<file path="src/rtl/mem_stage_hs_if.sv">
// Bundle of the EX-side handshake, WB result, data-memory port and hazard
// signals of the memory stage. "slave" is the stage itself; "master" is the
// surrounding pipeline and memory that drive and observe it.
interface mem_stage_hs_if #(
    parameter int unsigned DATA_W = 16,
    parameter int unsigned ADDR_W = 16,
    parameter int unsigned DEST_W = 3
);
    // EX side
    logic              in_valid;
    logic              in_ready;
    logic [DATA_W-1:0] in_alu_result;
    logic              in_mem_read_en;
    logic              in_mem_write_en;
    logic [DATA_W-1:0] in_mem_write_data;
    logic              in_wb_en;
    logic [DEST_W-1:0] in_wb_dest;
    logic              in_wb_mux;

    // WB side
    logic              out_valid;
    logic [DATA_W-1:0] out_alu_result;
    logic [DATA_W-1:0] out_mem_read_data;
    logic              out_wb_en;
    logic [DEST_W-1:0] out_wb_dest;
    logic              out_wb_mux;

    // Data-memory port
    logic              mem_req;
    logic              mem_we;
    logic [ADDR_W-1:0] mem_addr;
    logic [DATA_W-1:0] mem_wdata;
    logic              mem_gnt;
    logic              mem_rvalid;
    logic [DATA_W-1:0] mem_rdata;

    // Hazard unit
    logic [DEST_W-1:0] mem_op_dest;
    logic              mem_op_valid;
    logic              mem_load_pending;

    modport slave (
        input  in_valid, in_alu_result, in_mem_read_en, in_mem_write_en,
               in_mem_write_data, in_wb_en, in_wb_dest, in_wb_mux,
        input  mem_gnt, mem_rvalid, mem_rdata,
        output in_ready,
        output out_valid, out_alu_result, out_mem_read_data, out_wb_en,
               out_wb_dest, out_wb_mux,
        output mem_req, mem_we, mem_addr, mem_wdata,
        output mem_op_dest, mem_op_valid, mem_load_pending
    );

    modport master (
        output in_valid, in_alu_result, in_mem_read_en, in_mem_write_en,
               in_mem_write_data, in_wb_en, in_wb_dest, in_wb_mux,
        output mem_gnt, mem_rvalid, mem_rdata,
        input  in_ready,
        input  out_valid, out_alu_result, out_mem_read_data, out_wb_en,
               out_wb_dest, out_wb_mux,
        input  mem_req, mem_we, mem_addr, mem_wdata,
        input  mem_op_dest, mem_op_valid, mem_load_pending
    );
endinterface

</file>
<file path="src/rtl/mem_stage_hs.sv">
// Pipeline memory stage between EX and WB. Accepts one instruction at a time
// over valid/ready, runs loads/stores on a request/grant/response memory port
// (stalling EX until done) and presents the result to WB as a one-cycle pulse.
module mem_stage_hs #(
    parameter int unsigned DATA_W = 16,
    parameter int unsigned ADDR_W = 16,  // 1..DATA_W
    parameter int unsigned DEST_W = 3
) (
    input  logic           clk,
    input  logic           rst,
    mem_stage_hs_if.slave  bus
);

    typedef enum logic [1:0] {StIdle, StReq, StResp} state_e;

    state_e            r_state;

    // WB result registers
    logic              r_out_valid;
    logic [DATA_W-1:0] r_out_alu_result;
    logic [DATA_W-1:0] r_out_mem_read_data;
    logic              r_out_wb_en;
    logic [DEST_W-1:0] r_out_wb_dest;
    logic              r_out_wb_mux;

    // Memory port registers; held stable from acceptance until grant
    logic              r_mem_req;
    logic              r_mem_we;
    logic [ADDR_W-1:0] r_mem_addr;
    logic [DATA_W-1:0] r_mem_wdata;

    // Hold registers for the instruction occupying the stage
    logic [DATA_W-1:0] r_hold_alu_result;
    logic              r_hold_wb_en;
    logic [DEST_W-1:0] r_hold_wb_dest;
    logic              r_hold_wb_mux;
    logic              r_hold_read;

    logic              w_is_mem;
    logic              w_is_read;

    // A simultaneous read+write request is treated as a write
    assign w_is_mem  = bus.in_mem_read_en | bus.in_mem_write_en;
    assign w_is_read = bus.in_mem_read_en & ~bus.in_mem_write_en;

    // FSM with all outputs registered; out_valid defaults low so it only pulses
    always_ff @(posedge clk or negedge rst) begin
        if (!rst) begin
            r_state             <= StIdle;
            r_out_valid         <= 1'b0;
            r_out_alu_result    <= '0;
            r_out_mem_read_data <= '0;
            r_out_wb_en         <= 1'b0;
            r_out_wb_dest       <= '0;
            r_out_wb_mux        <= 1'b0;
            r_mem_req           <= 1'b0;
            r_mem_we            <= 1'b0;
            r_mem_addr          <= '0;
            r_mem_wdata         <= '0;
            r_hold_alu_result   <= '0;
            r_hold_wb_en        <= 1'b0;
            r_hold_wb_dest      <= '0;
            r_hold_wb_mux       <= 1'b0;
            r_hold_read         <= 1'b0;
        end else begin
            r_out_valid <= 1'b0;
            case (r_state)
                StIdle: begin
                    if (bus.in_valid) begin
                        if (w_is_mem) begin
                            r_hold_alu_result <= bus.in_alu_result;
                            r_hold_wb_en      <= bus.in_wb_en;
                            r_hold_wb_dest    <= bus.in_wb_dest;
                            r_hold_wb_mux     <= bus.in_wb_mux;
                            r_hold_read       <= w_is_read;
                            r_mem_req         <= 1'b1;
                            r_mem_we          <= bus.in_mem_write_en;
                            r_mem_addr        <= bus.in_alu_result[ADDR_W-1:0];
                            r_mem_wdata       <= bus.in_mem_write_data;
                            r_state           <= StReq;
                        end else begin
                            r_out_valid         <= 1'b1;
                            r_out_alu_result    <= bus.in_alu_result;
                            r_out_mem_read_data <= '0;
                            r_out_wb_en         <= bus.in_wb_en;
                            r_out_wb_dest       <= bus.in_wb_dest;
                            r_out_wb_mux        <= bus.in_wb_mux;
                        end
                    end
                end
                StReq: begin
                    if (bus.mem_gnt) begin
                        r_mem_req <= 1'b0;
                        if (r_hold_read) begin
                            r_state <= StResp;
                        end else begin
                            // Stores complete on grant
                            r_out_valid         <= 1'b1;
                            r_out_alu_result    <= r_hold_alu_result;
                            r_out_mem_read_data <= '0;
                            r_out_wb_en         <= r_hold_wb_en;
                            r_out_wb_dest       <= r_hold_wb_dest;
                            r_out_wb_mux        <= r_hold_wb_mux;
                            r_state             <= StIdle;
                        end
                    end
                end
                StResp: begin
                    if (bus.mem_rvalid) begin
                        r_out_valid         <= 1'b1;
                        r_out_alu_result    <= r_hold_alu_result;
                        r_out_mem_read_data <= bus.mem_rdata;
                        r_out_wb_en         <= r_hold_wb_en;
                        r_out_wb_dest       <= r_hold_wb_dest;
                        r_out_wb_mux        <= r_hold_wb_mux;
                        r_state             <= StIdle;
                    end
                end
                default: r_state <= StIdle;
            endcase
        end
    end

    assign bus.in_ready          = (r_state == StIdle);
    assign bus.out_valid         = r_out_valid;
    assign bus.out_alu_result    = r_out_alu_result;
    assign bus.out_mem_read_data = r_out_mem_read_data;
    assign bus.out_wb_en         = r_out_wb_en;
    assign bus.out_wb_dest       = r_out_wb_dest;
    assign bus.out_wb_mux        = r_out_wb_mux;
    assign bus.mem_req           = r_mem_req;
    assign bus.mem_we            = r_mem_we;
    assign bus.mem_addr          = r_mem_addr;
    assign bus.mem_wdata         = r_mem_wdata;

    // Hazard info: look through to EX while idle, otherwise report the held op
    always_comb begin
        bus.mem_op_dest      = bus.in_wb_dest;
        bus.mem_op_valid     = bus.in_valid & bus.in_wb_en;
        bus.mem_load_pending = bus.in_valid & w_is_read;
        if (r_state != StIdle) begin
            bus.mem_op_dest      = r_hold_wb_dest;
            bus.mem_op_valid     = r_hold_wb_en;
            bus.mem_load_pending = r_hold_read;
        end
    end

endmodule

</file>
<file path="src/flat_wrapper.sv">
// flat-port wrapper written by rule: the top's interface ports become plain ports
module mem_stage_hs_flat 
#(
    parameter int unsigned DATA_W = 16,
    parameter int unsigned ADDR_W = 16,              
    parameter int unsigned DEST_W = 3
)
  (clk, rst, bus_in_valid, bus_in_alu_result, bus_in_mem_read_en, bus_in_mem_write_en, bus_in_mem_write_data, bus_in_wb_en, bus_in_wb_dest, bus_in_wb_mux, bus_mem_gnt, bus_mem_rvalid, bus_mem_rdata, bus_in_ready, bus_out_valid, bus_out_alu_result, bus_out_mem_read_data, bus_out_wb_en, bus_out_wb_dest, bus_out_wb_mux, bus_mem_req, bus_mem_we, bus_mem_addr, bus_mem_wdata, bus_mem_op_dest, bus_mem_op_valid, bus_mem_load_pending);
  mem_stage_hs_if #(.DATA_W(DATA_W), .ADDR_W(ADDR_W), .DEST_W(DEST_W)) bus_i ();
  input  logic clk;
  input  logic rst;
  input wire logic [$bits(bus_i.in_valid)-1:0] bus_in_valid;
  input wire logic [$bits(bus_i.in_alu_result)-1:0] bus_in_alu_result;
  input wire logic [$bits(bus_i.in_mem_read_en)-1:0] bus_in_mem_read_en;
  input wire logic [$bits(bus_i.in_mem_write_en)-1:0] bus_in_mem_write_en;
  input wire logic [$bits(bus_i.in_mem_write_data)-1:0] bus_in_mem_write_data;
  input wire logic [$bits(bus_i.in_wb_en)-1:0] bus_in_wb_en;
  input wire logic [$bits(bus_i.in_wb_dest)-1:0] bus_in_wb_dest;
  input wire logic [$bits(bus_i.in_wb_mux)-1:0] bus_in_wb_mux;
  input wire logic [$bits(bus_i.mem_gnt)-1:0] bus_mem_gnt;
  input wire logic [$bits(bus_i.mem_rvalid)-1:0] bus_mem_rvalid;
  input wire logic [$bits(bus_i.mem_rdata)-1:0] bus_mem_rdata;
  output wire logic [$bits(bus_i.in_ready)-1:0] bus_in_ready;
  output wire logic [$bits(bus_i.out_valid)-1:0] bus_out_valid;
  output wire logic [$bits(bus_i.out_alu_result)-1:0] bus_out_alu_result;
  output wire logic [$bits(bus_i.out_mem_read_data)-1:0] bus_out_mem_read_data;
  output wire logic [$bits(bus_i.out_wb_en)-1:0] bus_out_wb_en;
  output wire logic [$bits(bus_i.out_wb_dest)-1:0] bus_out_wb_dest;
  output wire logic [$bits(bus_i.out_wb_mux)-1:0] bus_out_wb_mux;
  output wire logic [$bits(bus_i.mem_req)-1:0] bus_mem_req;
  output wire logic [$bits(bus_i.mem_we)-1:0] bus_mem_we;
  output wire logic [$bits(bus_i.mem_addr)-1:0] bus_mem_addr;
  output wire logic [$bits(bus_i.mem_wdata)-1:0] bus_mem_wdata;
  output wire logic [$bits(bus_i.mem_op_dest)-1:0] bus_mem_op_dest;
  output wire logic [$bits(bus_i.mem_op_valid)-1:0] bus_mem_op_valid;
  output wire logic [$bits(bus_i.mem_load_pending)-1:0] bus_mem_load_pending;
  assign bus_i.in_valid = bus_in_valid;
  assign bus_i.in_alu_result = bus_in_alu_result;
  assign bus_i.in_mem_read_en = bus_in_mem_read_en;
  assign bus_i.in_mem_write_en = bus_in_mem_write_en;
  assign bus_i.in_mem_write_data = bus_in_mem_write_data;
  assign bus_i.in_wb_en = bus_in_wb_en;
  assign bus_i.in_wb_dest = bus_in_wb_dest;
  assign bus_i.in_wb_mux = bus_in_wb_mux;
  assign bus_i.mem_gnt = bus_mem_gnt;
  assign bus_i.mem_rvalid = bus_mem_rvalid;
  assign bus_i.mem_rdata = bus_mem_rdata;
  assign bus_in_ready = bus_i.in_ready;
  assign bus_out_valid = bus_i.out_valid;
  assign bus_out_alu_result = bus_i.out_alu_result;
  assign bus_out_mem_read_data = bus_i.out_mem_read_data;
  assign bus_out_wb_en = bus_i.out_wb_en;
  assign bus_out_wb_dest = bus_i.out_wb_dest;
  assign bus_out_wb_mux = bus_i.out_wb_mux;
  assign bus_mem_req = bus_i.mem_req;
  assign bus_mem_we = bus_i.mem_we;
  assign bus_mem_addr = bus_i.mem_addr;
  assign bus_mem_wdata = bus_i.mem_wdata;
  assign bus_mem_op_dest = bus_i.mem_op_dest;
  assign bus_mem_op_valid = bus_i.mem_op_valid;
  assign bus_mem_load_pending = bus_i.mem_load_pending;
  mem_stage_hs #(.DATA_W(DATA_W), .ADDR_W(ADDR_W), .DEST_W(DEST_W)) u_core (.clk(clk), .rst(rst), .bus(bus_i));
endmodule
</file>
<file path="config.mk">
export PLATFORM = sky130hd
export DESIGN_NAME = mem_stage_hs_flat
export DESIGN_NICKNAME = d
export VERILOG_FILES = /design/src/rtl/mem_stage_hs_if.sv /design/src/rtl/mem_stage_hs.sv /design/src/flat_wrapper.sv
export SDC_FILE = /design/constraint.sdc
export NUM_CORES = 1
export LEC_CHECK = 0
export ABC_AREA = 1
export CAP_MARGIN = 20
export CORE_MARGIN = 3
export CORE_UTILIZATION = 48
export DETAILED_ROUTE_END_ITERATION = 10
export PLACE_DENSITY = 0.86
export SKIP_LAST_GASP = 1
export SLEW_MARGIN = 20
export SYNTH_ARGS = -nofsm -noshare
export SYNTH_HDL_FRONTEND = slang
export SYNTH_SLANG_ARGS = --single-unit
</file>
<file path="constraint.sdc">
create_clock -name clk -period 2.2 [get_ports clk]
set_input_delay 0.55 -clock clk [delete_from_list [all_inputs] [get_ports clk]]
set_output_delay 0.55 -clock clk [all_outputs]
set_load 0.03 [all_outputs]
</file>
==> results of run 1 <==
==> through the flow <==
stage / area, sq um / hold slack [ns] / cells / power [mW]
2_1_floorplan: 3710 / 0.254 / 463 / 5.64
3_3_place_gp: 5150 / 0.452 / 687 / 7.36
3_5_place_dp: 5150 / 0.459 / 687 / 7.51
4_1_cts: 5390 / 0.145 / 705 / 8.77
5_1_grt: 5410 / 0.159 / 706 / 9.38
6_report: 5410 / 0.142 / 706 / 8.77
==> flip-flops by register name, summed over array words and instances (netlist names), 2 cells and up <==
signal,flops
u_core.bus.mem_wdata,16
u_core.bus.out_alu_result,16
u_core.bus.out_mem_read_data,16
u_core.r_hold_alu_result,16
u_core.bus.out_wb_dest,3
u_core.r_hold_wb_dest,3
u_core.r_state,2
==> repair_timing <==
item | CTS | global route
resized for setup | 6 | 5
hold buffers | 0 | 0
endpoints found under the setup margin | 5 | 4
cloned | 0 | 0
buffers inserted | 2 | 1
==> worst reg2reg max path: cells and delay by family (launching register included) <==
| family | cells | cell delay (ns) |
|---|---|---|
| flops | 1 | 0.40 |
| fa+ha+maj | 1 | 0.25 |
| buf+inv | 1 | 0.15 |
| simple gates | 6 | 0.93 |
==> worst max path at each step <==
| stage | cells past startpoint | slack [ns] | startpoint | end |
|---|---|---|---|---|
| floorplan | 4 | -0.14 | u_core.r_state[0] | bus_mem_op_dest[0] |
| global placement | 6 | 0.08 | bus_in_valid | bus_mem_load_pending |
| detailed placement | 9 | 0.03 | bus_in_valid | u_core.bus.out_alu_result[15] |
| CTS | 7 | 0.04 | u_core.r_state[0] | bus_mem_load_pending |
| global route | 7 | -0.0007 | u_core.r_state[0] | bus_mem_load_pending |
| finish | 5 | 0.09 | u_core.r_state[0] | bus_mem_op_dest[1] |
==> power breakdown <==
part           switching (mW)  internal [mW]  total (mW)
Clock                   0.531          0.669        1.20
Sequential              0.396           2.11        2.50
Combinational            3.15           1.91        5.06
==> layout make-up <==
class                           count  area [sq um]  share of cell area
Clock buffer                       11           141              0.0261
Sequential cell                    80          2000               0.370
Clock inverter                      5          80.1              0.0148
Tap cell                           99           124              0.0229
Inverter                           49           184              0.0340
Timing Repair Buffer              152          1500               0.276
Multi-Input combinational cell    310          1390               0.256
==> metal layers <==
| layer | up-vias | global-route usage |
|---|---|---|
| met2 | 114 | 0.408 |
| li1 | 1703 | - |
| met1 | 1656 | 0.274 |
| met5 | - | 0 |
| met3 | 17 | 0.0489 |
| met4 | 0 | 0.102 |
==> cells by family (layout without fill, tap and decap cells) <==
| family | Yosys count | in the layout | share of synthesized area |
|---|---|---|---|
| AOI/OAI and AO/OA | 51 | 51 | 0.0691 |
| and+or+nand+nor | 254 | 254 | 0.282 |
| DFF | 80 | 80 | 0.539 |
| buffers and inverters | 73 | 217 | 0.0927 |
| adders and majority gates | 5 | 5 | 0.0168 |
==> cell usage after synthesis <==
library cell	n
nand2_1	204
o21ai_1	10
clkbuf_1	4
buf_4	3
inv_1	47
ha_1	5
nand3b_1	2
nand2_4	1
inv_2	2
buf_2	11
o21ai_0	40
buf_6	6
nand3_1	40
nor2_1	3
dfrtp_1	80
a31oi_1	1
nor2_4	4
==> results.md, run 1 <==
- Status: finished clean
- CTS buffer count: 9
- Fmax: 0.474 GHz
- R2R Setup Slk: between 0.3 and 0.4 ns
- CP required: ~1.7 ns
- Uppermost layer routed: met4
- N_diodes: 0
- First-pass GRT wire length: 16.1 mm
- Hold Path Class: in2async
- GP Congestion: around 0.84
- Clock Sinks: 80
- Syn Std Cell Area: 3710 sq um
- Congestion Overflow GR: 0
- Min Tclk post-route: around 2.1 ns
- Fin. Hold Viols: 0
- Critical Path End Type: output port
- Largest net degree at the start of global routing: 47
- Top area cells in the synthesized netlist: dfrtp_1 54%, nand2_1 21%, nand3_1 5.4%
- Clock Tree Root: clkbuf_8
- Max Cap Violations: 0
- CTS tree: done
- WL met2: 5.22 mm
- Syn_area_per_cell: 8.02 sq um
- Die X-Extent: 94.0 um
- Total Routing Usage GR: 0.233
- Port Buffers: ~140
- Core ar.: 7370 sq um
- RR Endpoint: u_core.bus.out_alu_result[15]
- Most frequent cells in the layout: 203 x nand2_1, 129 x clkdlybuf4s50_1, 80 x dfrtp_1
- Final Max Slew Viols: 0
- Crit share post-route: 0.959
- CP Class: reg2out
- Antenna viol nets, final: 0
- Setup TNS after final layout: 0 ns
- Filler cells: 567
- Drt drc: 0
- Final wirelength: 9.91 mm
- Via/cell ratio: between 4 and 5
- Worst-path cell chain: inv_2, ha_2, inv_2, o21ai_0, buf_4
- Slew margin rel.: 0.701
- Most common cell after layout, fill and taps aside: nand2_1
- Final setup viols: 0
- Synth Register Bits: 80
- Clock latency on the worst-skew pair: approximately 0.34 ns
- Metal1 wirelength: 3.87 mm
- H-tree depth: 3
- Row count: 31
- Pleak: 2.80 nW
- Total I/O pin count: around 140
- Initial drt markers: ~170
- Vias: ~3,500
- Synth area leader: dfrtp_1
- Reg2Reg Depth: 8
- WP buf/inv: 3
- Cell variety after synth: 17
- CTS clk-pin slew, worst paths: approximately 0.080 ns
- CP max-delay cell: dfrtp_1
- Die H: 94.0 um
- Pre-Repair DR Iteration Count: 4
- VDD IR max: roughly 0.87 mV
- Initial cell density of the core: 0.504
- DP HPWL: 7.14 mm
- Routed met3 length: roughly 600 um
- Largest stage delay on the critical path: approximately 0.4 ns
- Syn_nets: 528
- Cell mode on critical path: inv_2
- R2r startpoint: u_core.r_state[0]
- Dpl ws: 0.0308 ns
- Sequential share of the synthesized area: 0.539
- Mapped Cells: 463
- Worst Path Arrival: about 1.6 ns
- Area grow syn2layout: 45.7%
- Fraction of layout cells with a size suffix above 1: 0.0824
- Initial antenna violation count: 0
- Nets: 667
- Worst Setup Slack, final: around 0.09 ns
- Pwr Density: about 1600 nW/um^2
- Longest Clk Path Bufs: 2
- Critical path launch point type: flop
- Die Footprint: a little under 9000 sq um
- Vias in the first global route: around 3,400
- Util after Layout: 0.734
- Worst-path maximum fanout: 7
- Share of the synthesized area in the top cell type: 0.539
- Worst Max-Slew Pin Slew: 0.449 ns
- Delay-heaviest family, CP: buffers and inverters
- Worst Clk Skew: about 0.008 ns
- WL/cell: 14.0 um
- Synth Warn #: 0
(Power assumes the default switching activity.)
==> inputs of run 2 (changes only) <==
--- a/config.mk
+++ b/config.mk
@@ -6,13 +6,13 @@
 export NUM_CORES = 1
 export LEC_CHECK = 0
 export ABC_AREA = 1
-export CAP_MARGIN = 20
+export CELL_PAD_IN_SITES_DETAIL_PLACEMENT = 0
+export CELL_PAD_IN_SITES_GLOBAL_PLACEMENT = 1
 export CORE_MARGIN = 3
-export CORE_UTILIZATION = 48
+export CORE_UTILIZATION = 34
 export DETAILED_ROUTE_END_ITERATION = 10
-export PLACE_DENSITY = 0.86
+export PLACE_DENSITY_LB_ADDON = 0.1
 export SKIP_LAST_GASP = 1
-export SLEW_MARGIN = 20
 export SYNTH_ARGS = -nofsm -noshare
 export SYNTH_HDL_FRONTEND = slang
 export SYNTH_SLANG_ARGS = --single-unit
==> run 2 against run 1 <==
Effect of this change:
- hold slack got worse by 0.012 ns
- total power barely moved
- sequential cell count did not move
- final cell count rose by 5.9%
- highest routed layer unchanged
- wire length fell by 0.27%
- count of clock-buffer cells in the layout fell by 1
- sequential power barely moved
- critical path type unchanged
- design area rose by 1.8%
- clock power rose by 3%
- core utilization fell by 21 points
==> results.md, run 2 (same netlist as run 1, synthesis figures left out) <==
- Status: finished clean
- Longest Clk Path Bufs: 2
- Total Routing Usage GR: 0.164
- Final setup viols: 0
- Pre-Repair DR Iteration Count: 4
- DP HPWL: 6.91 mm
- Most frequent cells in the layout: 203 x nand2_1, 129 x clkdlybuf4s50_1, 80 x dfrtp_1
- GP Congestion: 0.788
- Clock Sinks: 80
- Dpl ws: between 0.04 and 0.05 ns
- Vias in the first global route: between 3,000 and 4,000
- H-tree depth: 3
- Fmax: between 0.4 and 0.5 GHz
- CTS Hold Bufs: 0
- Crit share post-route: 0.949
- First-pass GRT wire length: 16.5 mm
- Cells after DPL: around 730
- Initial drt markers: roughly 210
- CTS clk-pin slew, worst paths: 0.09 ns
- CTS tree: done
- Die H: 111 um
- VDD IR max: approximately 0.65 mV
- Die X-Extent: ~110 um
- Min Tclk post-route: between 2 and 2.5 ns
- Cell Area, Placed: ~5200 sq um
- N_diodes: 0
- Pwr Density: roughly 1600 nW/um^2
- Core ar.: between 10,000 and 15,000 sq um
- Max Cap Violations: 0
- Critical path launch point type: flop
- Fraction of layout cells with a size suffix above 1: 0.0899
- Worst Path Arrival: around 1.5 ns
- Worst Setup Slack, final: ~0.11 ns
- CTS buffer count: 9
- Antenna viol nets, final: 0
- Overall Power: 8.77 mW
- Worst-path maximum fanout: 4
- Via/cell ratio: ~4.5
- Final Max Slew Viols: 0
- Vias: 3,364
- Reg2Reg Depth: 9
- Number of non-filler instances in the completed layout: ~750
- Slew margin rel.: 0.703
- Critical Path End Type: output port
- Nets: approximately 670
- Drt drc: 0
- CP Class: reg2out
- Row count: 37
- Port Buffers: 137
- Clock Tree Root: clkbuf_8
- Most common cell after layout, fill and taps aside: nand2_1
- Final wirelength: 9.89 mm
- Congestion Overflow GR: 0
- Clock latency on the worst-skew pair: roughly 0.35 ns
- WL/cell: 13.2 um
- Total I/O pin count: about 140
- Area grow syn2layout: 48.4%
- Pleak: around 2.8 nW
- Worst Max-Slew Pin Slew: between 0.4 and 0.5 ns
- CP required: between 1.5 and 2 ns
- Fin area: between 5000 and 6000 sq um
- Fin. Hold Viols: 0
- Initial cell density of the core: 0.355
- Hold Path Class: in2async
- Die Footprint: 12,200 sq um
- Initial antenna violation count: 0
- Worst Clk Skew: 0.0105 ns
- Largest net degree at the start of global routing: between 40 and 50
[run 2: metal layers]
layer / part of all wire / GRT usage / wire length [um]
met5: 0 / 0 / 0
met4: 0.013 / 0.0468 / 132
met3: 0.076 / 0.0592 / 750
met2: 0.45 / 0.253 / 4470
met1: 0.46 / 0.218 / 4540
[run 2: per-stage QoR]
step / util / TNS, ns / hold slack, ns
finish: 0.527 / 0 / 0.130
global route: 0.527 / -0.00479 / 0.141
floorplan: - / -0.422 / 0.254
CTS: 0.522 / 0 / 0.140
global placement: 0.499 / 0 / 0.452
detailed placement: 0.499 / 0 / 0.457
[run 2: report_power, final]
| part | switching (mW) | internal [mW] |
|---|---|---|
| Combinational | 3.14 | 1.91 |
| Sequential | 0.376 | 2.11 |
| Clock | 0.565 | 0.675 |
| Total | 4.08 | 4.69 |
[run 2: path summary, 6_finish.rpt]
| check | startpoint | endpoint | slack (ns) |
|---|---|---|---|
| worst max-delay path | u_core.r_state[0] | bus_mem_load_pending | 0.11 |
| worst min-delay path | rst | u_core.bus.out_mem_read_data[6] | 0.13 |
| min in group clk | u_core.bus.mem_wdata[12] | u_core.bus.mem_wdata[12] | 0.47 |
| max in group asynchronous | rst | u_core.r_hold_alu_result[0] | 1.53 |
| worst max register to register | u_core.r_state[0] | u_core.bus.out_wb_dest[2] | 0.34 |
| worst min register to register | u_core.bus.mem_wdata[12] | u_core.bus.mem_wdata[12] | 0.47 |
[run 2: critical path, stage by stage, from the launching register on]
cell and delay, ns:
dfrtp_1 0.41, inv_2 0.12, ha_4 0.17, nand2_2 0.07, inv_1 0.07, nand3b_1 0.09
o21ai_1 0.09, buf_4 0.17
[run 2: final cells by class]
| class | count | area (sq um) |
|---|---|---|
| clock buffer | 10 | 138 |
| fill | 1050 | 4950 |
| timing repair buffer | 157 | 1530 |
| multi-input combinational | 310 | 1400 |
| tap | 136 | 170 |
| clock inverter | 6 | 90.1 |
| inverter | 49 | 184 |
| sequential | 80 | 2000 |
[run 2: timing repair]
action                     CTS  global route
setup endpoints to repair    5             5
setup buffers                2             3
hold endpoints to repair     0             0
resized for setup            4             7
==> inputs of run 3 (changes only) <==
==> constraint.sdc (replaced) <==
create_clock -name clk -period 2.2 [get_ports clk]
set_input_delay 0.55 -clock clk [delete_from_list [all_inputs] [get_ports clk]]
set_output_delay 0.55 -clock clk [all_outputs]
set_load 0.005 [all_outputs]
==> run 3 against run 2 <==
Effect of this change:
- clock power down 6%
- critical path type unchanged
- wire length up 1.9%
- critical endpoint is now bus_mem_op_valid
- die area stayed put
- largest cell class unchanged
==> results.md, run 3 (same netlist as run 1, synthesis figures left out) <==
- Status: finished clean
- Total I/O pin count: about 140
- Vias: 3,419
- Reg2Reg Depth: 9
- Antenna viol nets, final: 0
- CP Class: reg2out
- H-tree depth: 3
- DP HPWL: between 7 and 8 mm
- Min Tclk post-route: around 2.1 ns
- Pleak: ~2.9 nW
- Slew margin rel.: 0.618
- Clk pwr share: 0.155
- Critical path launch point type: flop
- Worst Path Arrival: between 1.5 and 2 ns
- Fmax: approximately 0.48 GHz
- Seq pwr share: 0.328
- R2r startpoint: u_core.r_state[0]
- Congestion Overflow GR: 0
- Internal power: around 4.7 mW
- Fraction of layout cells with a size suffix above 1: 0.0952
- Final Max Slew Viols: 0
- Worst Max-Slew Pin Slew: approximately 0.57 ns
- Initial cell density of the core: 0.355
- Overall Power: around 7.6 mW
- CTS Hold Bufs: 0
- Most common cell after layout, fill and taps aside: nand2_1
- Pre-Repair DR Iteration Count: 6
- Final setup viols: 0
- Pwr Density: about 1400 nW/um^2
- Longest Clk Path Bufs: 2
- Initial drt markers: roughly 210
- CP required: approximately 1.7 ns
- Max Cap Violations: 0
- CTS buffer count: 9
- Port Buffers: roughly 140
- N_diodes: 0
- Cell Area, Placed: between 5000 and 6000 sq um
- CTS tree: done
- Row count: 37
- GP Congestion: approximately 0.8
- Most frequent cells in the layout: 204 x nand2_1, 130 x clkdlybuf4s50_1, 80 x dfrtp_1
- Comb pwr share: 0.517
- Drt drc: 0
- Psw: around 2.9 mW
- Via/cell ratio: ~4.5
- CTS clk-pin slew, worst paths: approximately 0.090 ns
- Final wirelength: about 10 mm
- Net Sw Frac: 0.382
- WL/cell: approximately 13 um
- Worst Clk Skew: just over 0.009 ns
- VDD IR max: approximately 0.76 mV
- Critical Path End Type: output port
- Crit share post-route: 0.952
- Initial antenna violation count: 0
- Clock Tree Root: clkbuf_8
- Die H: 111 um
- Worst-path maximum fanout: 3
- Clock Sinks: 80
- Largest net degree at the start of global routing: 42
- Vias in the first global route: 3,522
- Core ar.: around 10,000 sq um
- Die X-Extent: around 110 um
- Fin area: 5530 sq um
- Fin. Hold Viols: 0
- Clock latency on the worst-skew pair: between 0.3 and 0.4 ns
- R2R Setup Slk: 0.30 ns
- Hold Path Class: in2async
- RR Endpoint: u_core.bus.out_wb_mux
- Die Footprint: 12,200 sq um
- First-pass GRT wire length: 17.4 mm
- Area grow syn2layout: 49.0%
- Nets: 681
- Total Routing Usage GR: 0.171
- RSZ-0062 raised after global routing: no
[run 3: worst max path at each step]
stage | startpoint | to | cells past startpoint
floorplan | u_core.r_state[0] | bus_mem_load_pending | 6
finish | u_core.r_state[0] | bus_mem_op_valid | 7
detailed placement | bus_in_valid | bus_mem_load_pending | 6
CTS | u_core.r_state[1] | bus_mem_op_dest[0] | 6
global placement | bus_in_valid | bus_mem_load_pending | 6
global route | u_core.r_state[0] | bus_mem_load_pending | 7
[run 3: final cells by class]
| cell class | instances | area (sq um) |
|---|---|---|
| Clock buffer | 9 | 124 |
| Inverter | 49 | 184 |
| Clock inverter | 6 | 85.1 |
| Tap cell | 136 | 170 |
| Multi-Input combinational cell | 310 | 1370 |
| Sequential cell | 80 | 2000 |
| Timing Repair Buffer | 166 | 1600 |
| Fill cell | 1030 | 4930 |
[run 3: metal layers]
metal	up-vias	part of all wire	routed length, um	global-route usage
li1	1730	-	-	-
met1	1575	0.47	4740	0.232
met2	102	0.45	4580	0.269
met3	12	0.063	639	0.0466
met4	0	0.011	111	0.0452
met5	-	0	0	0
[run 3: what timing repair did]
| action | CTS | global route |
|---|---|---|
| setup endpoints to repair | 6 | 2 |
| resized for setup | 12 | 4 |
| cloned | 0 | 0 |
| buffers inserted | 3 | 0 |
[run 3: power groups by stage]
| stage | logic (mW) | clock network [mW] | registers [mW] |
|---|---|---|---|
| detailed placement | 3.96 | 0 | 2.50 |
| global route | 4.41 | 1.27 | 2.58 |
| floorplan | 1.94 | 0 | 2.52 |
| CTS | 4.00 | 1.20 | 2.48 |
| finish | 3.91 | 1.17 | 2.48 |
| global placement | 3.95 | 0 | 2.48 |
[run 3: through the flow]
step	util	hold WS [ns]	instances	setup slack, ns	TNS, ns
2_1_floorplan	-	0.254	463	0.596	0
3_3_place_gp	0.508	0.452	738	-0.246	-0.542
3_5_place_dp	0.508	0.457	738	-0.244	-0.662
4_1_cts	0.530	0.203	756	0.0109	0
5_1_grt	0.529	0.218	756	0.00747	0
6_report	0.529	0.185	756	0.105	0
[run 3: critical path, stage by stage, from the launching register on]
cell	delay (ns)
dfrtp_1	0.40
inv_2	0.09
ha_2	0.19
buf_4	0.12
inv_1	0.05
nand2_1	0.04
o21ai_0	0.06
dlygate4sd2_1	0.26
